### config.mk
export PLATFORM = sky130hd
export DESIGN_NAME = sync_fifo_param_flat
export DESIGN_NICKNAME = d
export VERILOG_FILES = /design/src/rtl/fifo_pkg.sv /design/src/rtl/sync_fifo_param_if.sv /design/src/rtl/fifo_mem.sv /design/src/rtl/sync_fifo_param.sv /design/src/flat_wrapper.sv
export SDC_FILE = /design/constraint.sdc
export NUM_CORES = 1
export LEC_CHECK = 0
export ABC_AREA = 1
export ABC_CLOCK_PERIOD_IN_PS = 3000
export CORE_MARGIN = 5
export CORE_UTILIZATION = 45
export CTS_CLUSTER_DIAMETER = 120
export DETAILED_ROUTE_END_ITERATION = 10
export DONT_BUFFER_PORTS = 1
export PLACE_DENSITY_LB_ADDON = 0.12
export SLEW_MARGIN = 10
export SYNTH_ARGS = -nofsm -noshare
export SYNTH_HDL_FRONTEND = slang
export SYNTH_HIERARCHICAL = 1
export SYNTH_SLANG_ARGS = --single-unit
### constraint.sdc
create_clock -name clk -period 3 [get_ports clk]
set_clock_uncertainty 0.15 [all_clocks]
set_input_delay 0.45 -clock clk [delete_from_list [all_inputs] [get_ports clk]]
set_output_delay 0.45 -clock clk [all_outputs]
set_load 0.02 [all_outputs]
### src/rtl/fifo_pkg.sv
// Shared defaults and width helper for the parametrised synchronous FIFO.
package fifo_pkg;

    localparam int FIFO_DATA_W = 8;
    localparam int FIFO_DEPTH  = 16;

    // Ceiling log2 usable in constant expressions; clog2(1) = 0.
    function automatic int clog2(input int value);
        int result;
        int rem;
        result = 0;
        rem    = value - 1;
        while (rem > 0) begin
            result = result + 1;
            rem    = rem >> 1;
        end
        return result;
    endfunction

endpackage

### src/rtl/sync_fifo_param_if.sv
// Producer/consumer handshake bundle for sync_fifo_param; the FIFO takes the slave side.
interface sync_fifo_param_if
    import fifo_pkg::*;
#(
    parameter int DATA_W = FIFO_DATA_W,
    parameter int DEPTH  = FIFO_DEPTH
);
    localparam int CNT_W = clog2(DEPTH) + 1;

    logic              wr_en;
    logic [DATA_W-1:0] data_in;
    logic              rd_en;
    logic              clr_err;
    logic [DATA_W-1:0] data_out;
    logic              data_valid;
    logic              data_full;
    logic              data_empty;
    logic              almost_full;
    logic              almost_empty;
    logic [CNT_W-1:0]  count;
    logic              overflow;
    logic              underflow;

    modport master (
        output wr_en, data_in, rd_en, clr_err,
        input  data_out, data_valid, data_full, data_empty,
               almost_full, almost_empty, count, overflow, underflow
    );

    modport slave (
        input  wr_en, data_in, rd_en, clr_err,
        output data_out, data_valid, data_full, data_empty,
               almost_full, almost_empty, count, overflow, underflow
    );

endinterface

### src/rtl/fifo_mem.sv
// DEPTH x DATA_W register array: synchronous write port, asynchronous read port.
module fifo_mem #(
    parameter int DATA_W = 8,
    parameter int DEPTH  = 16,
    parameter int AW     = 4
) (
    input  logic              clk,
    input  logic              we,
    input  logic [AW-1:0]     waddr,
    input  logic [DATA_W-1:0] wdata,
    input  logic [AW-1:0]     raddr,
    output logic [DATA_W-1:0] rdata
);

    logic [DATA_W-1:0] mem_q [DEPTH];

    // Storage is deliberately left out of reset.
    always_ff @(posedge clk) begin
        if (we) begin
            mem_q[waddr] <= wdata;
        end
    end

    assign rdata = mem_q[raddr];

endmodule

### src/rtl/sync_fifo_param.sv
// Single-clock FIFO: pointers, occupancy count, threshold and sticky error flags,
// with registered or show-ahead read data selected by SHOW_AHEAD.
module sync_fifo_param
    import fifo_pkg::*;
#(
    parameter int DATA_W     = FIFO_DATA_W,
    parameter int DEPTH      = FIFO_DEPTH,
    parameter int AF_LEVEL   = DEPTH - 2,
    parameter int AE_LEVEL   = 2,
    parameter int SHOW_AHEAD = 0
) (
    input  logic            clk,
    input  logic            rst,
    sync_fifo_param_if.slave bus
);

    localparam int AW    = clog2(DEPTH);
    localparam int CNT_W = AW + 1;

    if ((DEPTH < 2) || ((DEPTH & (DEPTH - 1)) != 0) ||
        (AE_LEVEL >= AF_LEVEL) || (AF_LEVEL > DEPTH)) begin : g_bad_cfg
        $error("sync_fifo_param: DEPTH must be a power of two >= 2 and AE_LEVEL < AF_LEVEL <= DEPTH");
    end

    logic [AW-1:0]     wr_ptr_q, wr_ptr_d;
    logic [AW-1:0]     rd_ptr_q, rd_ptr_d;
    logic [CNT_W-1:0]  count_q, count_d;
    logic [DATA_W-1:0] dout_q, dout_d;
    logic              dvalid_q, dvalid_d;
    logic              overflow_q, overflow_d;
    logic              underflow_q, underflow_d;

    logic              full;
    logic              empty;
    logic              rd_acc;
    logic              wr_acc;
    logic [DATA_W-1:0] mem_rdata;

    assign full   = (count_q == CNT_W'(DEPTH));
    assign empty  = (count_q == '0);
    assign rd_acc = bus.rd_en && !empty;
    // A pop in the same cycle frees the slot, so a full FIFO still accepts the write.
    assign wr_acc = bus.wr_en && (!full || rd_acc);

    fifo_mem #(
        .DATA_W (DATA_W),
        .DEPTH  (DEPTH),
        .AW     (AW)
    ) u_mem (
        .clk    (clk),
        .we     (wr_acc),
        .waddr  (wr_ptr_q),
        .wdata  (bus.data_in),
        .raddr  (rd_ptr_q),
        .rdata  (mem_rdata)
    );

    always_comb begin
        wr_ptr_d    = wr_ptr_q;
        rd_ptr_d    = rd_ptr_q;
        count_d     = count_q;
        dout_d      = dout_q;
        dvalid_d    = 1'b0;
        overflow_d  = (overflow_q  && !bus.clr_err) || (bus.wr_en && !wr_acc);
        underflow_d = (underflow_q && !bus.clr_err) || (bus.rd_en && !rd_acc);

        if (wr_acc) begin
            wr_ptr_d = wr_ptr_q + AW'(1);
        end
        if (rd_acc) begin
            rd_ptr_d = rd_ptr_q + AW'(1);
        end
        if (wr_acc && !rd_acc) begin
            count_d = count_q + CNT_W'(1);
        end else if (rd_acc && !wr_acc) begin
            count_d = count_q - CNT_W'(1);
        end

        if ((SHOW_AHEAD == 0) && rd_acc) begin
            dout_d   = mem_rdata;
            dvalid_d = 1'b1;
        end
    end

    always_ff @(posedge clk or negedge rst) begin
        if (!rst) begin
            wr_ptr_q    <= '0;
            rd_ptr_q    <= '0;
            count_q     <= '0;
            dout_q      <= '0;
            dvalid_q    <= 1'b0;
            overflow_q  <= 1'b0;
            underflow_q <= 1'b0;
        end else begin
            wr_ptr_q    <= wr_ptr_d;
            rd_ptr_q    <= rd_ptr_d;
            count_q     <= count_d;
            dout_q      <= dout_d;
            dvalid_q    <= dvalid_d;
            overflow_q  <= overflow_d;
            underflow_q <= underflow_d;
        end
    end

    // Show-ahead output is forced to zero while empty so reset and idle read back as 0.
    assign bus.data_out     = (SHOW_AHEAD != 0) ? (empty ? '0 : mem_rdata) : dout_q;
    assign bus.data_valid   = (SHOW_AHEAD != 0) ? !empty : dvalid_q;
    assign bus.data_full    = full;
    assign bus.data_empty   = empty;
    assign bus.almost_full  = (count_q >= CNT_W'(AF_LEVEL));
    assign bus.almost_empty = (count_q <= CNT_W'(AE_LEVEL));
    assign bus.count        = count_q;
    assign bus.overflow     = overflow_q;
    assign bus.underflow    = underflow_q;

endmodule

### src/flat_wrapper.sv
// flat-port wrapper written by rule: the top's interface ports become plain ports
module sync_fifo_param_flat import fifo_pkg::*;
#(
    parameter int DATA_W     = FIFO_DATA_W,
    parameter int DEPTH      = FIFO_DEPTH,
    parameter int AF_LEVEL   = DEPTH - 2,
    parameter int AE_LEVEL   = 2,
    parameter int SHOW_AHEAD = 0
)
  (clk, rst, bus_wr_en, bus_data_in, bus_rd_en, bus_clr_err, bus_data_out, bus_data_valid, bus_data_full, bus_data_empty, bus_almost_full, bus_almost_empty, bus_count, bus_overflow, bus_underflow);
  sync_fifo_param_if #(.DATA_W(DATA_W), .DEPTH(DEPTH)) bus_i ();
  input  logic clk;
  input  logic rst;
  input wire logic [$bits(bus_i.wr_en)-1:0] bus_wr_en;
  input wire logic [$bits(bus_i.data_in)-1:0] bus_data_in;
  input wire logic [$bits(bus_i.rd_en)-1:0] bus_rd_en;
  input wire logic [$bits(bus_i.clr_err)-1:0] bus_clr_err;
  output wire logic [$bits(bus_i.data_out)-1:0] bus_data_out;
  output wire logic [$bits(bus_i.data_valid)-1:0] bus_data_valid;
  output wire logic [$bits(bus_i.data_full)-1:0] bus_data_full;
  output wire logic [$bits(bus_i.data_empty)-1:0] bus_data_empty;
  output wire logic [$bits(bus_i.almost_full)-1:0] bus_almost_full;
  output wire logic [$bits(bus_i.almost_empty)-1:0] bus_almost_empty;
  output wire logic [$bits(bus_i.count)-1:0] bus_count;
  output wire logic [$bits(bus_i.overflow)-1:0] bus_overflow;
  output wire logic [$bits(bus_i.underflow)-1:0] bus_underflow;
  assign bus_i.wr_en = bus_wr_en;
  assign bus_i.data_in = bus_data_in;
  assign bus_i.rd_en = bus_rd_en;
  assign bus_i.clr_err = bus_clr_err;
  assign bus_data_out = bus_i.data_out;
  assign bus_data_valid = bus_i.data_valid;
  assign bus_data_full = bus_i.data_full;
  assign bus_data_empty = bus_i.data_empty;
  assign bus_almost_full = bus_i.almost_full;
  assign bus_almost_empty = bus_i.almost_empty;
  assign bus_count = bus_i.count;
  assign bus_overflow = bus_i.overflow;
  assign bus_underflow = bus_i.underflow;
  sync_fifo_param #(.DATA_W(DATA_W), .DEPTH(DEPTH), .AF_LEVEL(AF_LEVEL), .AE_LEVEL(AE_LEVEL), .SHOW_AHEAD(SHOW_AHEAD)) u_core (.clk(clk), .rst(rst), .bus(bus_i));
endmodule
== After elaboration in Yosys (flattened, before gate mapping) ==
Memory sizes are Yosys's and may differ from the RTL's. A register that Yosys moved wholly into a read port is not among the register bits.
Cells that the tools add are included.

* Bitwise operators: 0
* Shift operators: 0
* $mul: 0
* Divide/modulo/power cells: 0
* Eq/ne operators: 1
* Reductions and logical operators: 19
* Add/subtract/negate cells: 4
* Magnitude comparators: 2
* Muxes and demuxes: 5

{| class="wikitable"
|+ Operators by type and width
! cell !! number
|-
| 5-bit 2-to-1 mux || 2
|-
| 4-bit by 1-bit adder with 4-bit output (second input constant) || 2
|-
| 1-bit logical AND || 8
|-
| 1-bit zero test || 6
|-
| 5-bit by 1-bit adder with 5-bit output (second input constant) || 1
|-
| 5-bit == test (second input constant) || 1
|-
| 5-bit by 4-bit greater-or-equal comparator with 1-bit output (second input constant) || 1
|-
| 5-bit by 2-bit less-or-equal comparator with 1-bit output (second input constant) || 1
|-
| 5-bit zero test || 1
|-
| 5-bit by 1-bit subtractor with 5-bit output (second input constant) || 1
|-
| 1-bit logical OR || 3
|-
| 1-bit 2-to-1 mux || 3
|-
| 2-bit nonzero test || 1
|}

* Memory bits (writable): 128
* Memories: 1
* Output and inout port bits: 20
* Logic and storage cells: 38
* Bits in read-only memories: 0
* Flip-flop bits (word level): 16
* Bits in latches: 0
* Bits of input ports: 13

{| class="wikitable"
|+ Memories
! name !! words !! bits a word !! read ports !! clocked after Yosys merged registers in !! write ports !! RTL line !! text
|-
| u_core.u_mem.mem_q || 16 || 8 || 1 || 1 || 1 || fifo_mem.sv:15 || <nowiki>logic [DATA_W-1:0] mem_q [DEPTH];</nowiki>
|}

== Depth between registers and ports, before layout ==
Gate-level depths: netlist of the first run.

* Depth after elaboration: 9
* Gate-level depth with buffers: 14
* Gate-level depth less buffers: 14

== By module ==
The synthesis of the first run kept the hierarchy.

{| class="wikitable"
|+ By module, submodules not included
! module !! cells each !! seq. area each (sq um) !! area an instance (sq um) !! times used
|-
| fifo_mem || 543 || 3843.7 || 5606.6 || 1
|-
| sync_fifo_param || 147 || 600.6 || 1246.2 || 1
|}

== Worst setup path after synthesis of the first run ==
OpenSTA, ideal clock, no wires.

* Kind: reg2reg
* Start: register u_core.count_q[3], in the netlist u_core/bus.count[3]
* End: register u_core.count_q[4], in the netlist u_core/bus.count[4]
* Clock period less this slack: 2400 ps
* Data required time: 2733 ps
* Arrival time: 2134 ps
* Stages on the path, launching flop included: 13
* Library setup time: 117 ps
* Setup slack: 600 ps
* Path buffers: 0
* Cell sequence: dfrtp_1 nor2_4 nand4_2 nand2_1 inv_1 ha_1 inv_1 ha_1 or2_2 nand3_1 nand2_1 nand2_1 nand2_1

* Cells in the longest elaborated chain, start to end: 8
* Elaborated cells on any way between the ends: 16
* Classes of those cells: add/sub (2); eq/ne (1); mux (2); reduce/logical (11)

{| class="wikitable"
|+ Ends and longest elaborated chain
! element !! RTL line !! text
|-
| start, declared || sync_fifo_param.sv:27 || <nowiki>logic [CNT_W-1:0] count_q, count_d;</nowiki>
|-
| start signal, assigned || sync_fifo_param.sv:97 || <nowiki>count_q <= count_d;</nowiki>
|-
| 5-bit zero test || sync_fifo_param.sv:40 || <nowiki>assign empty = (count_q == '0);</nowiki>
|-
| 1-bit zero test || sync_fifo_param.sv:41 || <nowiki>assign rd_acc = bus.rd_en && !empty;</nowiki>
|-
| 1-bit logical AND || sync_fifo_param.sv:41 ||
|-
| 1-bit logical OR (*) || sync_fifo_param.sv:43 || <nowiki>assign wr_acc = bus.wr_en && (!full || rd_acc);</nowiki>
|-
| 1-bit logical AND (*) || sync_fifo_param.sv:43 ||
|-
| via u_core.wr_acc || sync_fifo_param.sv:36 || <nowiki>logic wr_acc;</nowiki>
|-
| 1-bit zero test || sync_fifo_param.sv:75 || <nowiki>end else if (rd_acc && !wr_acc) begin</nowiki>
|-
| 1-bit logical AND || sync_fifo_param.sv:75 ||
|-
| 2-bit nonzero test (no source line) || n/a ||
|}

Mark *: on every way through the listed nets, which the timed path passes. The rest lies on a longest branch. The select of a mux whose other input is x is not followed.
A chain may end at the register's enable or synchronous reset.

== Final worst setup path of the first run ==
Ends and elaborated chain as after synthesis.

==> results.txt, run 1 <==
Setup tns final - 0 ns
Grt ovf - 0
Vias/cell - 4.992
Htree depth - 4
# DRC - 0
CP Launch Type - flip-flop
Mapped cell area - 6853 sq um
RSZ-0062 raised after global routing - no
Vias in the first global route - 4369
Row count - 45
CP Capture Type - flip-flop
Avg WL per Cell - 17.00 microns
Worst-margin pin slew - 0.8503 ns
Tmin final - 2.698 ns
Root Buffer - clkbuf_16
Final antenna-violating net count - 0
CTS tree - built
Final hold slack - 0.04243 ns
Peak VDD IR - 513.4 uV
Detailed Route Iter0 Violations - 392
Final HPWL DP - 9566 microns
Bufs on Longest Clock Path - 2
GP Congestion - 0.8089
Initial antenna violation count - 0
Fmax - 370.6 MHz
Worst setup path category - flip-flop to flip-flop
Combinational share of power - 31.8%
Synth area leader - edfxtp_1
CTS Buf Count - 17
DR vias - 4528
Pwr/cell area - 957.4 nW/um^2
Global-route wire length before repair - 24760 microns
Internal - 4687 uW
Synth cell count leaders - nand2_1 (235), edfxtp_1 (128), inv_1 (115), nand3_1 (108), dfrtp_1 (24)
Aggregate routed wire length - 15420 microns
Main flop type after synthesis - edfxtp_1
GRT Resource Usage Total - 18.38%
Outcome - finished, final reports clean
Total power - 7408 uW
Max-Cap Viols - 0
Clock latency on the worst-skew pair - 0.41 ns
Multi-input logic area - 1770 sq um
Switching Fraction - 36.72%
Synth top area cells - edfxtp_1 (56%), nand2_1 (13%), dfrtp_1 (8.8%)
Crit path DAT - 2.85 ns
Non-Filler Instances - 907
Nets - 726
Post-synth EDFFs - 128
Clock transition at path regs - 0.06 ns
Core area - 15090 sq um
Layout cells sized above 1 - 7.232%
Die Footprint - 17800 sq um
Final hold vios - 0
Die width - 133.4 microns
# fillers - 1376
Antenna diode count - 0
Seq. cell area - 4446 sq um
Lkg Pwr - 0.003429 uW
Synth unique cells - 27
PostCTS Resize Cnt - 0
Starting density of the core - 45.41%
Most frequent cell after synthesis - nand2_1
Final period util - 89.95%
Die Y - 133.4 microns
CP required - 3.16 ns
Worst reg-to-reg setup slack - 0.30 ns
Fraction of registers with async set/reset - 15.79%
Clk sink count - 152
Syn_area_per_cell - 9.932 sq um
# setup viols final - 0
Pre-antenna DRT Iters - 5
Post-Place Cells - 864
Clock network fraction of total power - 29.4%
P_sw - 2720 uW
Post-synthesis sequential area ratio - 64.85%
Max-slew headroom - 43.12%
Mapped Cells - 690
Syn nets - 710
Critical path peak fanout - 5
Post-synth top area share - 56.09%
Buffers on Ports - 0
Synth warn - 6
Min-delay worst type - primary input to flip-flop
Sequential Power Share - 38.8%
# IOs - 33
Synthesis-stage register bit count - 152
Synthesis-to-finish area growth - 12.91%
Max-slew violations - 0
Largest net degree at the start of global routing - 68
-- registers in the layout, summed over array words and instances, names as in the netlist --
| register | flops |
|---|---|
| u_core/bus.overflow | 1 |
| u_core/bus.data_valid | 1 |
| u_core/u_mem/mem_q | 128 |
| u_core/rd_ptr_q | 4 |
| u_core/bus.underflow | 1 |
| u_core/wr_ptr_q | 4 |
| u_core/bus.data_out | 8 |
| u_core/bus.count | 5 |
-- critical path, stage by stage, from the launching register on --
cell,delay [ns]
dfrtp_1,0.52
nor2_4,0.21
nand4_2,0.18
nand2_1,0.19
inv_1,0.13
ha_1,0.25
inv_1,0.15
ha_1,0.27
or2_2,0.31
nand3_1,0.09
nand2_1,0.05
nand2_1,0.05
nand2_1,0.04
-- cell usage in the layout, fill, tap and decap left out, types with 4 or more instances in the layout --
cell / instances
buf_4: 12
clkbuf_1: 4
clkbuf_16: 17
clkbuf_8: 4
dfrtp_1: 23
dlygate4sd3_1: 10
edfxtp_1: 128
ha_1: 6
inv_1: 115
nand2_1: 235
nand3_1: 108
nand3b_1: 4
nor2_1: 19
o21ai_0: 5
-- final cells by class --
cell class	instances	area share [%]
inverter	118	5.757
multi-input combinational	393	22.88
sequential	152	57.45
clock inverter	7	1.488
clock buffer	25	6.404
tap	188	3.040
timing repair buffer	24	2.975
-- metrics by stage --
| step | worst slack [ns] | util, % | instance area [sq um] |
|---|---|---|---|
| finish | 0.3016 | 51.28 | 7737 |
| floorplan | 0.5997 | - | 6853 |
| detailed placement | 0.3494 | 46.43 | 7007 |
| global route | 0.1409 | 51.28 | 7737 |
| CTS | 0.3322 | 51.28 | 7737 |
| global placement | 0.4086 | 46.43 | 7007 |
-- power groups by stage --
stage	clock network (uW)	logic (uW)	registers [uW]
final	2180	2350	2870
after global routing	2310	2660	2910
after CTS	2220	2380	2880
after detailed placement	0	2310	2920
after global placement	0	2290	2910
after floorplan	0	1740	2900
-- cells by family after synthesis --
family / synth area share (%)
DFF: 64.85
xor gates and xnor gates: 0.5113
adders and majority gates: 1.388
AOI/OAI and AO/OA: 0.6025
buffers and inverters: 9.312
and+or+nand+nor: 23.33
-- worst paths after layout --
| path | from | to | depth (start not counted) |
|---|---|---|---|
| setup / recovery | u_core/bus.count[3]$_DFFE_PN0P_ | u_core/bus.count[4]$_DFFE_PN0P_ | 12 |
| setup reg to reg | u_core/bus.count[3]$_DFFE_PN0P_ | u_core/bus.count[4]$_DFFE_PN0P_ | 12 |
| hold reg to reg | u_core/rd_ptr_q[0]$_DFFE_PN0P_ | u_core/rd_ptr_q[0]$_DFFE_PN0P_ | 1 |
| max in group asynchronous | rst | u_core/rd_ptr_q[0]$_DFFE_PN0P_ | 2 |
| hold / removal | bus_wr_en | u_core/bus.overflow$_DFF_PN0_ | 2 |
| min in group asynchronous | rst | u_core/bus.data_valid$_DFF_PN0_ | 2 |
-- layer usage --
| metal | share of wire, % | vias to the layer above | wire, microns | GRT usage [%] |
|---|---|---|---|---|
| met2 | 48 | 110 | 7347 | 29.46 |
| met5 | 0 | - | 0 | 0 |
| met4 | 2.2 | 0 | 339 | 7.029 |
| met3 | 4.8 | 26 | 741 | 3.890 |
| met1 | 45 | 2151 | 6988 | 24.75 |
| li1 | - | 2241 | - | - |
-- timing repair --
action,in CTS,in global routing
endpoints found under the hold margin,154,0
buffers inserted,0,0
hold buffers,11,0
setup endpoints to repair,0,0
Power figures use the tool's default switching activity.
==> run 2: changes to the inputs <==
--- a/config.mk
+++ b/config.mk
@@ -6,7 +6,7 @@
 export NUM_CORES = 1
 export LEC_CHECK = 0
 export ABC_AREA = 1
-export ABC_CLOCK_PERIOD_IN_PS = 3000
+export ABC_CLOCK_PERIOD_IN_PS = 2250
 export CORE_MARGIN = 5
 export CORE_UTILIZATION = 45
 export CTS_CLUSTER_DIAMETER = 120
==> constraint.sdc (replaced) <==
create_clock -name clk -period 2.25 [get_ports clk]
set_clock_uncertainty 0.15 [all_clocks]
set_input_delay 0.3375 -clock clk [delete_from_list [all_inputs] [get_ports clk]]
set_output_delay 0.3375 -clock clk [all_outputs]
set_load 0.02 [all_outputs]
==> run 2 against run 1 <==
Combinational power rose by 46%. Worst setup slack got worse by 0.24 ns. Via count rose by 3.8%. Cell count rose by 0.88%. Largest cell class unchanged. Largest power group unchanged.
==> results.txt, run 2 (synthesis gave the netlist of run 1 again) <==
Lkg Pwr - 0.003448 uW (+0.55%)
Most common cell after layout, fill and taps aside - nand2_1
Worst Hold End - u_core/bus.underflow$_DFF_PN0_
Reg2Reg Depth - 12 (unchanged)
Aggregate routed wire length - 16170 microns (+4.9%)
CP Launch Type - flip-flop
CTS tree - built
CP cell instances - nor2_4 > buf_4 > nand3_2 > nand2_4 > ha_4 > inv_4 > ha_4 > or2_2 > nand3_1 > nand2_1 > nand2_1 > nand2_1
Detailed Route Iter0 Violations - 452 (+15%)
Max-slew headroom - 37.25% (-5.9 points)
Synthesis-to-finish area growth - 14.70%
Non-Filler Instances - 915 (+0.88%)
CP Capture Type - flip-flop
Die Footprint - 17800 sq um (unchanged)
Clock transition at path regs - 0.06 ns (about the same)
Buffers on Ports - 0 (unchanged)
Row count - 45 (unchanged)
Largest Register - u_core/u_mem/mem_q
Vias in the first global route - 4689 (+7.3%)
DR vias - 4700 (+3.8%)
# IOs - 33 (unchanged)
Avg WL per Cell - 17.67 microns (+4.0%)
Worst hold path depth - 2 (unchanged)
CP required - 2.41 ns (-0.75 ns)
Worst reg-to-reg setup slack - 0.06 ns (-0.24 ns)
Vias/cell - 5.137 (+2.9%)
Starting density of the core - 45.41% (unchanged)
Initial antenna violation count - 1 (+1)
Global-route wire length before repair - 25110 microns (+1.4%)
Pwr/cell area - 1276 nW/um^2 (+33%)
Worst-margin pin slew - 0.9382 ns (+0.08785 ns)
Layout cells sized above 1 - 10.47% (+3.2 points)
Core area - 15090 sq um (unchanged)
Tmin final - 2.187 ns (-0.5119 ns)
Fmax - 457.3 MHz (+23%)
Pre-antenna DRT Iters - 5 (unchanged)
Worst setup path category - flip-flop to flip-flop
Peak VDD IR - 607.2 uV (+18%)
Most frequent cells in the layout - nand2_1 (234), edfxtp_1 (128), inv_1 (113)
Crit. Startpoint - u_core/bus.count[2]$_DFFE_PN0P_
Launch point of the worst reg-to-reg path - u_core/bus.count[2]$_DFFE_PN0P_
# fillers - 1385 (+0.65%)
Htree depth - 4 (unchanged)
Crit path DAT - 2.35 ns (-0.50 ns)
# DRC - 0 (unchanged)
Critical R2R Capture - u_core/bus.count[4]$_DFFE_PN0P_
Grt ovf - 0 (unchanged)
Largest net degree at the start of global routing - 49 (-28%)
Min-delay worst type - primary input to flip-flop
# setup viols final - 0 (unchanged)
Bufs on Longest Clock Path - 2 (unchanged)
Clk sink count - 152 (unchanged)
GP Congestion - 0.7870 (-2.7%)
Outcome - finished, final reports clean
Nets - 733 (+0.96%)
GRT Resource Usage Total - 18.83% (+0.45 points)
Max FFs per register - 128 (unchanged)
Die Y - 133.4 microns (unchanged)
Root Buffer - clkbuf_16
Final period util - 97.18% (+7.2 points)
CP max stage delay - 0.42 ns (-0.10 ns)
Hold Startpoint - bus_rd_en
Slowest CP cell - dfrtp_2
Critical path peak fanout - 4 (-1)
Total power - 10030 uW (+35%)
Final antenna-violating net count - 0 (unchanged)
Post-Place Cells - 867 (+0.35%)
Max-slew violations - 0 (unchanged)
Die width - 133.4 microns (unchanged)
Final HPWL DP - 10320 microns (+7.9%)
RSZ-0062 raised after global routing - yes
Crit-path most repeated cell - nand2_1
Clock latency on the worst-skew pair - 0.42 ns (about the same)
CTS Buf Count - 17 (unchanged)
Final hold vios - 0 (unchanged)
Max-Cap Viols - 0 (unchanged)
run 2: changes by cell type in the layout (fill, tap and decap cells not counted), sizes merged:
cell and delta:
dlygate4sd3 +2, clkbuf -7, clkinvlp +1, bufinv -2
inv +5, diode +1, buf +5, clkinv +3
run 2: how the worst max path moves through the flow:
stage	to	slack [ns]	cells after the start
finish	u_core/bus.count[4]$_DFFE_PN0P_	0.06	12
global route	u_core/bus.count[4]$_DFFE_PN0P_	-0.04	14
global placement	u_core/bus.count[4]$_DFFE_PN0P_	0.06	12
CTS	u_core/bus.count[4]$_DFFE_PN0P_	0.02	12
detailed placement	u_core/bus.count[4]$_DFFE_PN0P_	0.04	12
floorplan	u_core/bus.count[4]$_DFFE_PN0P_	0.03	12
run 2: critical path: cells and delay by family, from the launching register on:
family | cells | cell delay (ns)
adders and majority gates | 2 | 0.40
buffers and inverters | 2 | 0.20
DFF | 1 | 0.42
and+or+nand+nor | 8 | 0.90
run 2: cell type report:
type	count	area, sq um	share of cell area [%]
Timing Repair Buffer	31	300.3	3.820
Clock buffer	18	450.4	5.731
Inverter	118	451.7	5.747
Multi-Input combinational cell	393	1831	23.29
Tap cell	188	235.2	2.993
Sequential cell	152	4452	56.64
Clock inverter	14	137.6	1.751
Antenna cell	1	2.502	0.03184
run 2: what timing repair did:
| item | in CTS | in global routing |
|---|---|---|
| endpoints found under the setup margin | 0 | 21 |
| endpoints found under the hold margin | 158 | 0 |
| resized for setup | 0 | 7 |
| hold buffers | 13 | 0 |
| buffers inserted | 0 | 2 |
run 2: per-layer routing:
metal	share of wire [%]	global-route usage, %	wire length, microns	up-vias
met5	0	0	0	-
met4	2.0	6.571	323	0
met3	5.4	4.192	878	22
met2	51	32.08	8237	126
met1	42	23.81	6733	2287
li1	-	-	-	2265
run 2: through the flow:
stage | utilization [%] | hold WS (ns) | setup slack (ns) | cell area (sq um) | TNS, ns
4_1_cts | 51.77 | 0.02236 | 0.02413 | 7812 | 0
3_5_place_dp | 46.95 | -0.1076 | 0.03909 | 7084 | 0
2_1_floorplan | - | -0.1081 | 0.02607 | 6895 | 0
5_1_grt | 52.09 | 0.009531 | -0.04196 | 7860 | -0.06576
3_3_place_gp | 46.95 | -0.1075 | 0.05703 | 7084 | 0
6_report | 52.09 | 0.03186 | 0.06346 | 7860 | 0
run 2: power by group:
group / leakage, uW / switching (uW) / internal [uW]
Combinational: 0.00171 / 2330 / 1110
Clock: 0.000287 / 1170 / 1610
Sequential: 0.00145 / 362 / 3450
Total: 0.00345 / 3860 / 6170
==> run 3: changes to the inputs <==
--- a/config.mk
+++ b/config.mk
@@ -5,9 +5,7 @@
 export SDC_FILE = /design/constraint.sdc
 export NUM_CORES = 1
 export LEC_CHECK = 0
-export ABC_AREA = 1
 export ABC_CLOCK_PERIOD_IN_PS = 2250
-export CORE_MARGIN = 5
 export CORE_UTILIZATION = 45
 export CTS_CLUSTER_DIAMETER = 120
 export DETAILED_ROUTE_END_ITERATION = 10
==> run 3 against run 2 <==
The flow now finishes with violations (negative setup slack). Register-to-register slack got worse by 0.31 ns. Utilization up 6.0 points. Synthesized cell count decreased by 54%. Worst setup slack worse by 0.31 ns. Combinational power up 4%. Via count down 33%. Critical path depth shrank 3. Non-clock buffer count grew 28. Critical endpoint unchanged.
==> results.txt, run 3 <==
Outcome - complete, but fails checks
Failing checks - negative setup slack
Synth warn - 6 (unchanged)
Largest net degree at the start of global routing - 36 (-27%)
Post-synthesis sequential area ratio - 71.93% (+7.1 points)
Worst setup path category - flip-flop to flip-flop
Aggregate routed wire length - 12730 microns (-21%)
Tmin final - 2.495 ns (+0.3085 ns)
Crit path DAT - 2.61 ns (+0.26 ns)
Max-Cap Viols - 0 (unchanged)
CP cell instances - nor4_4 > and2_4 > nand2b_4 > ha_4 > inv_4 > ha_4 > or3_4 > o311ai_2 > o311ai_1
CP required - 2.36 ns (-0.05 ns)
Clock latency on the worst-skew pair - 0.42 ns (about the same)
GP Congestion - 0.7401 (-6.0%)
CTS Buf Count - 17 (unchanged)
Die width - 119.2 microns (-11%)
Mapped cell area - 6178 sq um (-9.8%)
Clk sink count - 152 (unchanged)
Final period util - 110.9% (+14 points)
Fraction of registers with async set/reset - 15.79% (unchanged)
Most frequent cells in the layout - edfxtp_1 (128), buf_4 (31), clkbuf_16 (21)
Pwr/cell area - 1328 nW/um^2 (+4.0%)
Layout cells sized above 1 - 37.06% (+27 points)
Detailed Route Iter0 Violations - 309 (-32%)
Synth unique cells - 48 (+78%)
Combinational share of power - 35.0% (+0.7 points)
Sequential Power Share - 38.2% (+0.2 points)
# setup viols final - 11 (+11)
Nets - 401 (-45%)
Mapped Cells - 315 (-54%)
Most frequent cell after synthesis - edfxtp_1
Vias in the first global route - 3228 (-31%)
Initial antenna violation count - 0 (-1)
CTS tree - built
Htree depth - 4 (unchanged)
Final hold vios - 0 (unchanged)
Slowest CP cell - dfrtp_2
Worst-margin pin slew - 0.6253 ns (-0.3129 ns)
Lkg Pwr - 0.002715 uW (-21%)
Die Footprint - 14200 sq um (-20%)
Crit-path most repeated cell - ha_4
Clock transition at path regs - 0.06 ns (about the same)
Synthesis-to-finish area growth - 24.95%
Max-slew headroom - 58.18% (+21 points)
Main flop type after synthesis - edfxtp_1
Max-slew violations - 0 (unchanged)
Starting density of the core - 46.47% (+1.1 points)
CP Capture Type - flip-flop
Buffers on Ports - 0 (unchanged)
Total power - 10250 uW (+2.2%)
Bufs on Longest Clock Path - 2 (unchanged)
Placement Cell Area - 6703 sq um (-5.4%)
Switching Fraction - 32.09% (-6.4 points)
RSZ-0062 raised after global routing - yes
Root Buffer - clkbuf_16
Global-route wire length before repair - 19370 microns (-23%)
Most common cell after layout, fill and taps aside - edfxtp_1
Final Instance Area - 7720 sq um (-1.8%)
Internal - 6962 uW (+13%)
Post-synth top area share - 62.21% (+6.1 points)
Post-Place Setup Slack - -0.2775 ns (-0.3166 ns)
GRT Resource Usage Total - 19.50% (+0.67 points)
Pre-antenna DRT Iters - 4 (-1)
Max FFs per register - 128 (unchanged)
Synth area leader - edfxtp_1
Synth cell count leaders - edfxtp_1 (128), dfrtp_1 (24), mux4_2 (18), a22oi_1 (16), nand2_1 (16)
Crit path max-delay family - simple AND/OR/NAND/NOR gates
Critical path peak fanout - 4 (unchanged)
# IOs - 33 (unchanged)
Fmax - 400.8 MHz (-12%)
Core area - 13300 sq um (-12%)
Vias/cell - 5.551 (+8.1%)
Synth top area cells - edfxtp_1 (62%), dfrtp_1 (9.7%), mux4_2 (6.6%)
Min-delay worst type - primary input to flip-flop
Final antenna-violating net count - 0 (unchanged)
Avg WL per Cell - 22.34 microns (+26%)
Final HPWL DP - 7728 microns (-25%)
DR vias - 3164 (-33%)
CP Buf/Inv Count - 1 (-1)
Peak VDD IR - 924.4 uV (+52%)
Antenna diode count - 0 (-1)
CP max stage delay - 0.42 ns (about the same)
P_sw - 3290 uW (-15%)
Post-synth EDFFs - 128 (unchanged)
CP Launch Type - flip-flop
Syn_area_per_cell - 19.61 sq um (+97%)
Setup tns final - -0.7542 ns (-0.7542 ns)
Grt ovf - 0 (unchanged)
Syn nets - 335 (-53%)
Clock network fraction of total power - 26.8% (-0.9 points)
Largest Register - u_core/u_mem/mem_q
Util after Layout - 58.07% (+6.0 points)
Synthesis-stage register bit count - 152 (unchanged)
Final setup margin - -0.2451 ns (-0.3085 ns)
Die Y - 119.2 microns (-11%)
# DRC - 0 (unchanged)
Row count - 42 (-6.7%)
run 3: cell types whose count changed after synthesis, moves of 4 or more:
cell | previous run | this run
mux2_4 | 0 | 6
mux4_1 | 0 | 14
nor3_1 | 0 | 4
buf_2 | 13 | 3
nand2_1 | 235 | 16
buf_6 | 8 | 3
inv_1 | 115 | 8
nor2_1 | 19 | 13
mux2_2 | 0 | 4
nand3_1 | 108 | 2
mux4_2 | 0 | 18
a22oi_1 | 0 | 16
run 3: area by class of cell:
class,count,area [sq um]
Tap cell,176,220.2
Fill cell,1003,5575
Timing Repair Buffer,59,595.6
Clock inverter,6,33.78
Inverter,9,38.79
Clock buffer,26,554.3
Sequential cell,152,4449
Multi-Input combinational cell,142,1828
run 3: worst register-to-register path, delay by kind of cell (launching register included):
kind / cells / cell delay [ns]
flip-flops: 1 / 0.42
AO/OA/AOI/OAI: 2 / 0.44
buffers and inverters: 1 / 0.06
AND/OR/NAND/NOR: 4 / 0.94
adder cells (fa/ha/maj): 2 / 0.34
run 3: path summary, 6_finish.rpt:
path                       slack (ns)                            start                            endpoint  depth (start not counted)
setup / recovery                -0.25  u_core/bus.count[1]$_DFFE_PN0P_     u_core/bus.count[4]$_DFFE_PN0P_                          9
max in group asynchronous        1.59                              rst     u_core/bus.count[0]$_DFFE_PN0P_                          2
hold reg to reg                  0.42   u_core/rd_ptr_q[3]$_DFFE_PN0P_      u_core/rd_ptr_q[3]$_DFFE_PN0P_                          1
setup reg to reg                -0.25  u_core/bus.count[1]$_DFFE_PN0P_     u_core/bus.count[4]$_DFFE_PN0P_                          9
hold / removal                   0.16                        bus_rd_en     u_core/bus.data_valid$_DFF_PN0_                          4
min in group asynchronous        0.20                              rst  u_core/bus.data_out[2]$_DFFE_PN0P_                          2
run 3: layer usage:
| layer | global-route usage, % | wire length (microns) | vias up |
|---|---|---|---|
| met5 | 0 | 0 | - |
| met4 | 10.05 | 314 | 0 |
| met3 | 4.167 | 433 | 18 |
| met2 | 28.89 | 6187 | 52 |
| met1 | 27.29 | 5798 | 1678 |
| li1 | - | - | 1416 |
run 3: power groups by stage:
stage                     Combinational [uW]  Sequential, uW  Clock [uW]
after CTS                               3350            3910        2800
after global placement                  3120            3950           0
after detailed placement                3150            3960           0
final                                   3580            3920        2750
after floorplan                         2050            4010           0
after global routing                    3860            3960        2920
run 3: metrics by stage:
step           cells  hold WS (ns)
4_1_cts          565        0.1514
5_1_grt          570        0.1619
3_3_place_gp     517       -0.1076
3_5_place_dp     517       -0.1078
2_1_floorplan    315       -0.1081
6_report         570        0.1611
run 3: timing repair:
action	4_1_cts	5_1_grt
pin swaps	7	13
buffers inserted	2	6
resized for setup	17	27
setup endpoints to repair	108	70
hold endpoints to repair	154	0
hold buffers	14	0
cloned	0	0
run 3: logic make-up after synthesis:
kind of cell | count (synthesis) | synth area share [%]
fa+ha+maj | 7 | 1.539
buf+inv | 21 | 2.369
xor+xnor | 9 | 1.276
mux | 42 | 14.70
simple gates | 54 | 4.557
flops | 152 | 71.93
compound gates | 30 | 3.625
